[config.mk]
export PLATFORM = sky130hd
export DESIGN_NAME = flash_record_ctrl_flat
export DESIGN_NICKNAME = d
export VERILOG_FILES = /design/src/rtl/flash_record_ctrl_if.sv /design/src/rtl/flash_record_ctrl.sv /design/src/flat_wrapper.sv
export SDC_FILE = /design/constraint.sdc
export NUM_CORES = 1
export LEC_CHECK = 0
export BUFFER_PORTS_ARGS = -buffer_cell sky130_fd_sc_hd__buf_2
export CORE_MARGIN = 4
export CORE_UTILIZATION = 55
export DETAILED_ROUTE_END_ITERATION = 16
export GPL_TIMING_DRIVEN = 1
export PLACE_DENSITY = 0.84
export SYNTH_ARGS = -nofsm -noshare
export SYNTH_HDL_FRONTEND = slang
export SYNTH_SLANG_ARGS = --single-unit
[constraint.sdc]
create_clock -name clk -period 6.1 [get_ports clk]
set_clock_uncertainty 0.05 [all_clocks]
set_input_delay 1.22 -clock clk [delete_from_list [all_inputs] [get_ports clk]]
set_output_delay 1.22 -clock clk [all_outputs]
set_load 0.05 [all_outputs]
[src/rtl/flash_record_ctrl_if.sv]
// flash_record_ctrl_if: bus between the record controller and the 16x32 flash RAM.
// The controller (master) drives address, write data and write strobe; the RAM
// (slave) returns read data one cycle after an address is presented.
interface flash_record_ctrl_if #(
   parameter int ADDR_W = 4
);
   logic [ADDR_W-1:0] add_flash;
   logic [31:0]       write_data_flash;
   logic              flash_write;
   logic [31:0]       data_flash;

   modport master (
      output add_flash,
      output write_data_flash,
      output flash_write,
      input  data_flash
   );

   modport slave (
      input  add_flash,
      input  write_data_flash,
      input  flash_write,
      output data_flash
   );
endinterface

[src/rtl/flash_record_ctrl.sv]
// flash_record_ctrl: stores {account, encrypted password} records in flash and
// looks an account up by linear scan of addresses 0..entry_count-1.
// Optional build macro FLASH_OVERWRITE_EN: a store hitting an existing account
// rewrites that record in place instead of reporting dup_err.
module flash_record_ctrl #(
   parameter int DEPTH  = 16,
   parameter int ADDR_W = 4
) (
   input  logic                clk,
   input  logic                rst,
   input  logic                go,
   input  logic                op_store,
   input  logic [15:0]         account,
   input  logic [15:0]         pass_enc_in,
   flash_record_ctrl_if.master flash,
   output logic [15:0]         pass_out,
   output logic                found,
   output logic                full_err,
   output logic                dup_err,
   output logic                busy,
   output logic                done,
   output logic [ADDR_W:0]     entry_count
);

   localparam logic [ADDR_W:0] FULL_CNT = (ADDR_W + 1)'(DEPTH);
   localparam logic [ADDR_W:0] ONE_CNT  = {{ADDR_W{1'b0}}, 1'b1};

   typedef enum logic [2:0] {
      ST_IDLE  = 3'd0,
      ST_SCAN  = 3'd1,
      ST_CHECK = 3'd2,
      ST_WRITE = 3'd3,
      ST_DONE  = 3'd4
   } state_t;

   state_t            state_r, state_s;
   logic [ADDR_W-1:0] idx_r, idx_s;
   logic              op_r, op_s;
   logic [15:0]       acct_r, acct_s;
   logic [15:0]       pass_r, pass_s;
   logic              ovw_r, ovw_s;
   logic [ADDR_W-1:0] add_r, add_s;
   logic [31:0]       wdata_r, wdata_s;
   logic              fw_r, fw_s;
   logic [15:0]       pout_r, pout_s;
   logic              found_r, found_s;
   logic              full_r, full_s;
   logic              dup_r, dup_s;
   logic              done_r, done_s;
   logic              busy_r, busy_s;
   logic [ADDR_W:0]   cnt_r, cnt_s;
   logic [ADDR_W:0]   idx_inc_s;
   logic              hit_s;

   // Next-state and next-register values; all outputs are registered from these.
   always_comb begin
      state_s   = state_r;
      idx_s     = idx_r;
      op_s      = op_r;
      acct_s    = acct_r;
      pass_s    = pass_r;
      ovw_s     = ovw_r;
      add_s     = add_r;
      wdata_s   = wdata_r;
      fw_s      = 1'b0;
      pout_s    = pout_r;
      found_s   = found_r;
      full_s    = full_r;
      dup_s     = dup_r;
      done_s    = 1'b0;
      cnt_s     = cnt_r;
      idx_inc_s = {1'b0, idx_r} + ONE_CNT;
      hit_s     = (flash.data_flash[31:16] == acct_r);

      case (state_r)
         ST_IDLE: begin
            if (go) begin
               op_s    = op_store;
               acct_s  = account;
               pass_s  = pass_enc_in;
               found_s = 1'b0;
               full_s  = 1'b0;
               dup_s   = 1'b0;
               ovw_s   = 1'b0;
               idx_s   = {ADDR_W{1'b0}};
               if (cnt_r != {(ADDR_W + 1){1'b0}}) begin
                  state_s = ST_SCAN;
                  add_s   = {ADDR_W{1'b0}};
               end else if (op_store) begin
                  // Empty table: the new record goes straight to address 0.
                  state_s = ST_WRITE;
                  add_s   = cnt_r[ADDR_W-1:0];
                  wdata_s = {account, pass_enc_in};
                  fw_s    = 1'b1;
               end else begin
                  state_s = ST_DONE;
                  done_s  = 1'b1;
               end
            end else begin
               state_s = ST_IDLE;
            end
         end

         ST_SCAN: begin
            state_s = ST_CHECK;
         end

         ST_CHECK: begin
            if (hit_s) begin
               found_s = 1'b1;
               if (op_r) begin
`ifdef FLASH_OVERWRITE_EN
                  // Rewrite the matching record in place; count unchanged.
                  state_s = ST_WRITE;
                  ovw_s   = 1'b1;
                  add_s   = idx_r;
                  wdata_s = {acct_r, pass_r};
                  fw_s    = 1'b1;
`else
                  dup_s   = 1'b1;
                  state_s = ST_DONE;
                  done_s  = 1'b1;
`endif
               end else begin
                  pout_s  = flash.data_flash[15:0];
                  state_s = ST_DONE;
                  done_s  = 1'b1;
               end
            end else if (idx_inc_s < cnt_r) begin
               idx_s   = idx_inc_s[ADDR_W-1:0];
               add_s   = idx_inc_s[ADDR_W-1:0];
               state_s = ST_SCAN;
            end else if (!op_r) begin
               state_s = ST_DONE;
               done_s  = 1'b1;
            end else if (cnt_r == FULL_CNT) begin
               full_s  = 1'b1;
               state_s = ST_DONE;
               done_s  = 1'b1;
            end else begin
               state_s = ST_WRITE;
               add_s   = cnt_r[ADDR_W-1:0];
               wdata_s = {acct_r, pass_r};
               fw_s    = 1'b1;
            end
         end

         ST_WRITE: begin
            if (ovw_r) begin
               cnt_s = cnt_r;
            end else begin
               cnt_s = cnt_r + ONE_CNT;
            end
            state_s = ST_DONE;
            done_s  = 1'b1;
         end

         ST_DONE: begin
            state_s = ST_IDLE;
         end

         default: begin
            state_s = ST_IDLE;
         end
      endcase

      busy_s = (state_s != ST_IDLE);
   end

   // State register.
   always_ff @(posedge clk) begin
      if (rst) begin
         state_r <= ST_IDLE;
      end else begin
         state_r <= state_s;
      end
   end

   // Datapath, table count and registered outputs; reset erases the table.
   always_ff @(posedge clk) begin
      if (rst) begin
         idx_r   <= {ADDR_W{1'b0}};
         op_r    <= 1'b0;
         acct_r  <= 16'h0000;
         pass_r  <= 16'h0000;
         ovw_r   <= 1'b0;
         add_r   <= {ADDR_W{1'b0}};
         wdata_r <= 32'h0000_0000;
         fw_r    <= 1'b0;
         pout_r  <= 16'h0000;
         found_r <= 1'b0;
         full_r  <= 1'b0;
         dup_r   <= 1'b0;
         done_r  <= 1'b0;
         busy_r  <= 1'b0;
         cnt_r   <= {(ADDR_W + 1){1'b0}};
      end else begin
         idx_r   <= idx_s;
         op_r    <= op_s;
         acct_r  <= acct_s;
         pass_r  <= pass_s;
         ovw_r   <= ovw_s;
         add_r   <= add_s;
         wdata_r <= wdata_s;
         fw_r    <= fw_s;
         pout_r  <= pout_s;
         found_r <= found_s;
         full_r  <= full_s;
         dup_r   <= dup_s;
         done_r  <= done_s;
         busy_r  <= busy_s;
         cnt_r   <= cnt_s;
      end
   end

   assign flash.add_flash        = add_r;
   assign flash.write_data_flash = wdata_r;
   assign flash.flash_write      = fw_r;
   assign pass_out               = pout_r;
   assign found                  = found_r;
   assign full_err               = full_r;
   assign dup_err                = dup_r;
   assign busy                   = busy_r;
   assign done                   = done_r;
   assign entry_count            = cnt_r;

endmodule

[src/flat_wrapper.sv]
// flat-port wrapper written by rule: the top's interface ports become plain ports
module flash_record_ctrl_flat 
#(
   parameter int DEPTH  = 16,
   parameter int ADDR_W = 4
)
  (clk, rst, go, op_store, account, pass_enc_in, pass_out, found, full_err, dup_err, busy, done, entry_count, flash_add_flash, flash_write_data_flash, flash_flash_write, flash_data_flash);
  flash_record_ctrl_if #(.ADDR_W(ADDR_W)) flash_i ();
  input  logic clk;
  input  logic rst;
  input  logic go;
  input  logic op_store;
  input  logic [15:0] account;
  input  logic [15:0] pass_enc_in;
  output logic [15:0] pass_out;
  output logic found;
  output logic full_err;
  output logic dup_err;
  output logic busy;
  output logic done;
  output logic [ADDR_W:0] entry_count;
  output wire logic [$bits(flash_i.add_flash)-1:0] flash_add_flash;
  output wire logic [$bits(flash_i.write_data_flash)-1:0] flash_write_data_flash;
  output wire logic [$bits(flash_i.flash_write)-1:0] flash_flash_write;
  input wire logic [$bits(flash_i.data_flash)-1:0] flash_data_flash;
  assign flash_add_flash = flash_i.add_flash;
  assign flash_write_data_flash = flash_i.write_data_flash;
  assign flash_flash_write = flash_i.flash_write;
  assign flash_i.data_flash = flash_data_flash;
  flash_record_ctrl #(.DEPTH(DEPTH), .ADDR_W(ADDR_W)) u_core (.clk(clk), .rst(rst), .go(go), .op_store(op_store), .account(account), .pass_enc_in(pass_enc_in), .flash(flash_i), .pass_out(pass_out), .found(found), .full_err(full_err), .dup_err(dup_err), .busy(busy), .done(done), .entry_count(entry_count));
endmodule
==> impl_metrics.csv <==
group,metric,value,unit
run_status,status,"finished, final reports clean",
worst_setup_path,reg2reg_slack,3.08,ns
logic_synthesis,ys_ff_latch,103,
logic_synthesis,yosys-top-cells-count,"nand2_1 (140), dfxtp_1 (103), nor2_1 (65)",
sta,period_minus_slack,3.23,ns
logic_synthesis,yosys.area_share.simple,23.0,%
die,pin_count,131,
placed_design,portBuffers,130,
worst_setup_path,path_max_fanout,16,
logic_synthesis,synthMuxAreaShare,4.04,%
die,core,7810,um2
layout,drive_above_1_share,23.7,%
layout,diodes,0,
worst_setup_path,setup.worst_path.class,"in -> reg",
logic_synthesis,synth_area,4460,um2
detailed_routing,drtAntennaViolNets,0,
grt,grt_pass1_vias,3987,
grt,antenna_found_initial,0,
detailed_routing,finalWirelength,11200,um
clock_network,cts_hold_buf,0,
detailed_routing,drtIter0Drc,293,
sta,max-slew-margin-rel,37.6,%
grt,grt_pass1_wl,18200,um
logic_synthesis,synth_top_area_share,46.2,%
power_and_ir_drop,leakage,2.46,nW
logic_synthesis,syn-num-nets,619,
sta,slew_viol_final,0,
worst_setup_path,required,6.27,ns
logic_synthesis,synth-compound-area-share,15.8,%
die,initial_core_util,57.1,%
clock_network,clk_pin_slew,0.10,ns
sta,hold_violations,0,
worst_setup_path,crit_slowest_cell,"or3_1",
grt,grt_usage,22.4,%
clock_network,cts_root_buffer,"clkbuf_8",
detailed_routing,dr.pass1.iters,5,
logic_synthesis,synth_edf_count,0,
logic_synthesis,synth_area_leaders,"dfxtp_1 (46%), nand2_1 (12%), a311oi_1 (6.3%), nor2_1 (5.5%), a21oi_1 (5.4%)",
worst_setup_path,crit_arrival,3.41,ns
layout,area_delta_synth_final,18.7,%
grt,grt.overflow.total,0,
sta,finalSetupViolCount,0,
worst_setup_path,slowest_delay,0.84,ns
worst_setup_path,crit_chain,"buf_2 -> xor2_1 -> nor4_1 -> nand4_1 -> or3_1 -> mux2i_1 -> nor2_1",
sta,rsz0062_at_grt,"no",
clock_network,cts_buffer_depth,2,
die,die_area,9610,um2
logic_synthesis,synth.distinct_cells,43,
detailed_routing,via_per_inst,5.55,
placed_design,gp_congestion,0.850,
logic_synthesis,synth-adder-area-share,1.96,%
clock_network,cts_tree,"yes",
clock_network,cts_resized,0,
logic_synthesis,synthMostInstantiatedCell,"nand2_1",
logic_synthesis,synth_warnings,0,
power_and_ir_drop,power.density,289,nW/um2
run,maxCapViolations,0,
placed_design,dp_hpwl,7850,um
logic_synthesis,synth_top_family_by_area,"simple AND/OR/NAND/NOR gates",
sta,tightest_slew,0.934,ns
logic_synthesis,synth_flop_cell,"dfxtp_1",
layout,regArea,2060,um2
detailed_routing,routedWlPerCell,14.7,um
die,die_height,98.0,um
worst_hold_path,hp-class,"reg -> reg",
detailed_routing,drc,0,
logic_synthesis,synth_top_area_cell,"dfxtp_1",
power_and_ir_drop,vdd_drop_max,0.153,mV
worst_setup_path,cp-start-kind,"input pin",
sta,max_freq,0.309,GHz
worst_setup_path,worst-path-buf-inv,1,
clock_network,clock-sinks,103,
clock_network,clock_latency,0.36,ns
worst_setup_path,cp_top_family,"simple AND/OR/NAND/NOR gates",
logic_synthesis,avgSynthCellArea,8.20,um2
logic_synthesis,synth-seq-area-share,46.2,%
sta,timing.hold.ws,0.408,ns
grt,grt_max_degree,62,
layout,fillers,664,
layout,nets,729,
sta,fin_setup_tns,0,ns
logic_synthesis,synth_xor_area_share,4.32,%
layout,multi_input_area,2190,um2
worst_setup_path,end_kind,"register",
detailed_routing,via_count,4226,
sta,finalCritPeriodShare,53.0,%
logic_synthesis,asyncSetResetFlopFracSynth,0,%
clock_network,htree_num_levels,3,
die,fp.dieW,98.0,um
logic_synthesis,postSynthCellCount,544,
die,rows,32,
clock_network,cts_made_buffers,9,
clock_network,post_cts_buffers,0,
per-stage QoR:
stage / power, mW / util [%] / cells / setup slack, ns / instance area (um2)
after floorplan: 1.05 / - / 544 / 3.20 / 4460
after global placement: 1.14 / 65.6 / 745 / 2.59 / 5120
after detailed placement: 1.16 / 65.6 / 745 / 2.47 / 5120
after CTS: 1.53 / 67.8 / 761 / 2.86 / 5290
after global routing: 1.60 / 67.8 / 761 / 2.72 / 5290
final: 1.53 / 67.8 / 761 / 2.87 / 5290
placed cells by master (no fill, tap or decap), types with 2 or more instances in the layout:
| master | n |
|---|---|
| nor2_1 | 65 |
| o31a_1 | 3 |
| a311oi_1 | 32 |
| xnor2_1 | 5 |
| a21oi_1 | 48 |
| nor3_1 | 9 |
| nand2b_1 | 2 |
| ha_1 | 7 |
| nand2_1 | 140 |
| xor2_1 | 17 |
| mux2i_1 | 18 |
| and2_1 | 2 |
| and3_1 | 4 |
| nand3_1 | 4 |
| a22oi_1 | 2 |
| a31oi_1 | 2 |
| nor3b_1 | 2 |
| clkbuf_8 | 9 |
| buf_2 | 130 |
| buf_4 | 6 |
| clkinvlp_4 | 3 |
| o21ai_0 | 5 |
| nor4_1 | 4 |
| dfxtp_1 | 103 |
| o2bb2ai_1 | 4 |
| inv_6 | 2 |
| nand4_1 | 3 |
| inv_1 | 11 |
worst paths after layout:
check,cells past startpoint,from,endpoint
max,7,flash_data_flash[25],u_core.pass_out[14]
min reg2reg,2,u_core.found,u_core.found
min,2,u_core.found,u_core.found
max reg2reg,10,u_core.idx_r[0],u_core.flash.write_data_flash[30]
metal layers:
layer	share of wire, %	vias to the layer above	GRT usage [%]
met4	1.6	0	6.39
met3	7.1	19	4.07
met1	43	1972	28.9
met5	0	-	0
met2	48	163	38.5
li1	-	2072	-
logic make-up (layout without fill, tap and decap cells):
group / Yosys count / after routing
adder cells (fa/ha/maj): 7 / 7
AND/OR/NAND/NOR: 242 / 242
XOR/XNOR: 22 / 22
buffers and inverters: 48 / 163
flip-flops: 103 / 103
multiplexers: 18 / 18
AO/OA/AOI/OAI: 104 / 104
power breakdown:
part | internal [mW] | total (mW) | switching, mW | leakage, nW
combinational | 0.110 | 0.376 | 0.266 | 1.54
clock | 0.151 | 0.386 | 0.235 | 0.0793
sequential | 0.727 | 0.765 | 0.0383 | 0.841
total | 0.988 | 1.53 | 0.539 | 2.46
sequential cells by signal (all words and copies together), names as in the netlist, 3 cells and up:
name and count:
u_core.acct_r 16, u_core.entry_count 5, u_core.flash.add_flash 4, u_core.flash.write_data_flash 32
u_core.idx_r 4, u_core.pass_out 16, u_core.pass_r 16, u_core.state_r 3
worst reg2reg max path, cell delays in order, from the launching register on:
cell and delay [ns]:
dfxtp_1 0.35, ha_1 0.25, and3_1 0.21, ha_1 0.33, nor2_1 0.06, o21ai_0 0.20
and2_1 0.19, o211a_2 0.41, buf_4 0.49, nor2_1 0.12, a311oi_1 0.28
layout make-up:
class                      instances  area share, %
inverter                          11          0.780
tap                              102           2.41
clock buffer                      10           2.41
timing repair buffer             136           13.1
clock inverter                     6          0.851
multi-input combinational        393           41.4
sequential                       103           39.0
Power figures use the tool's default switching activity.
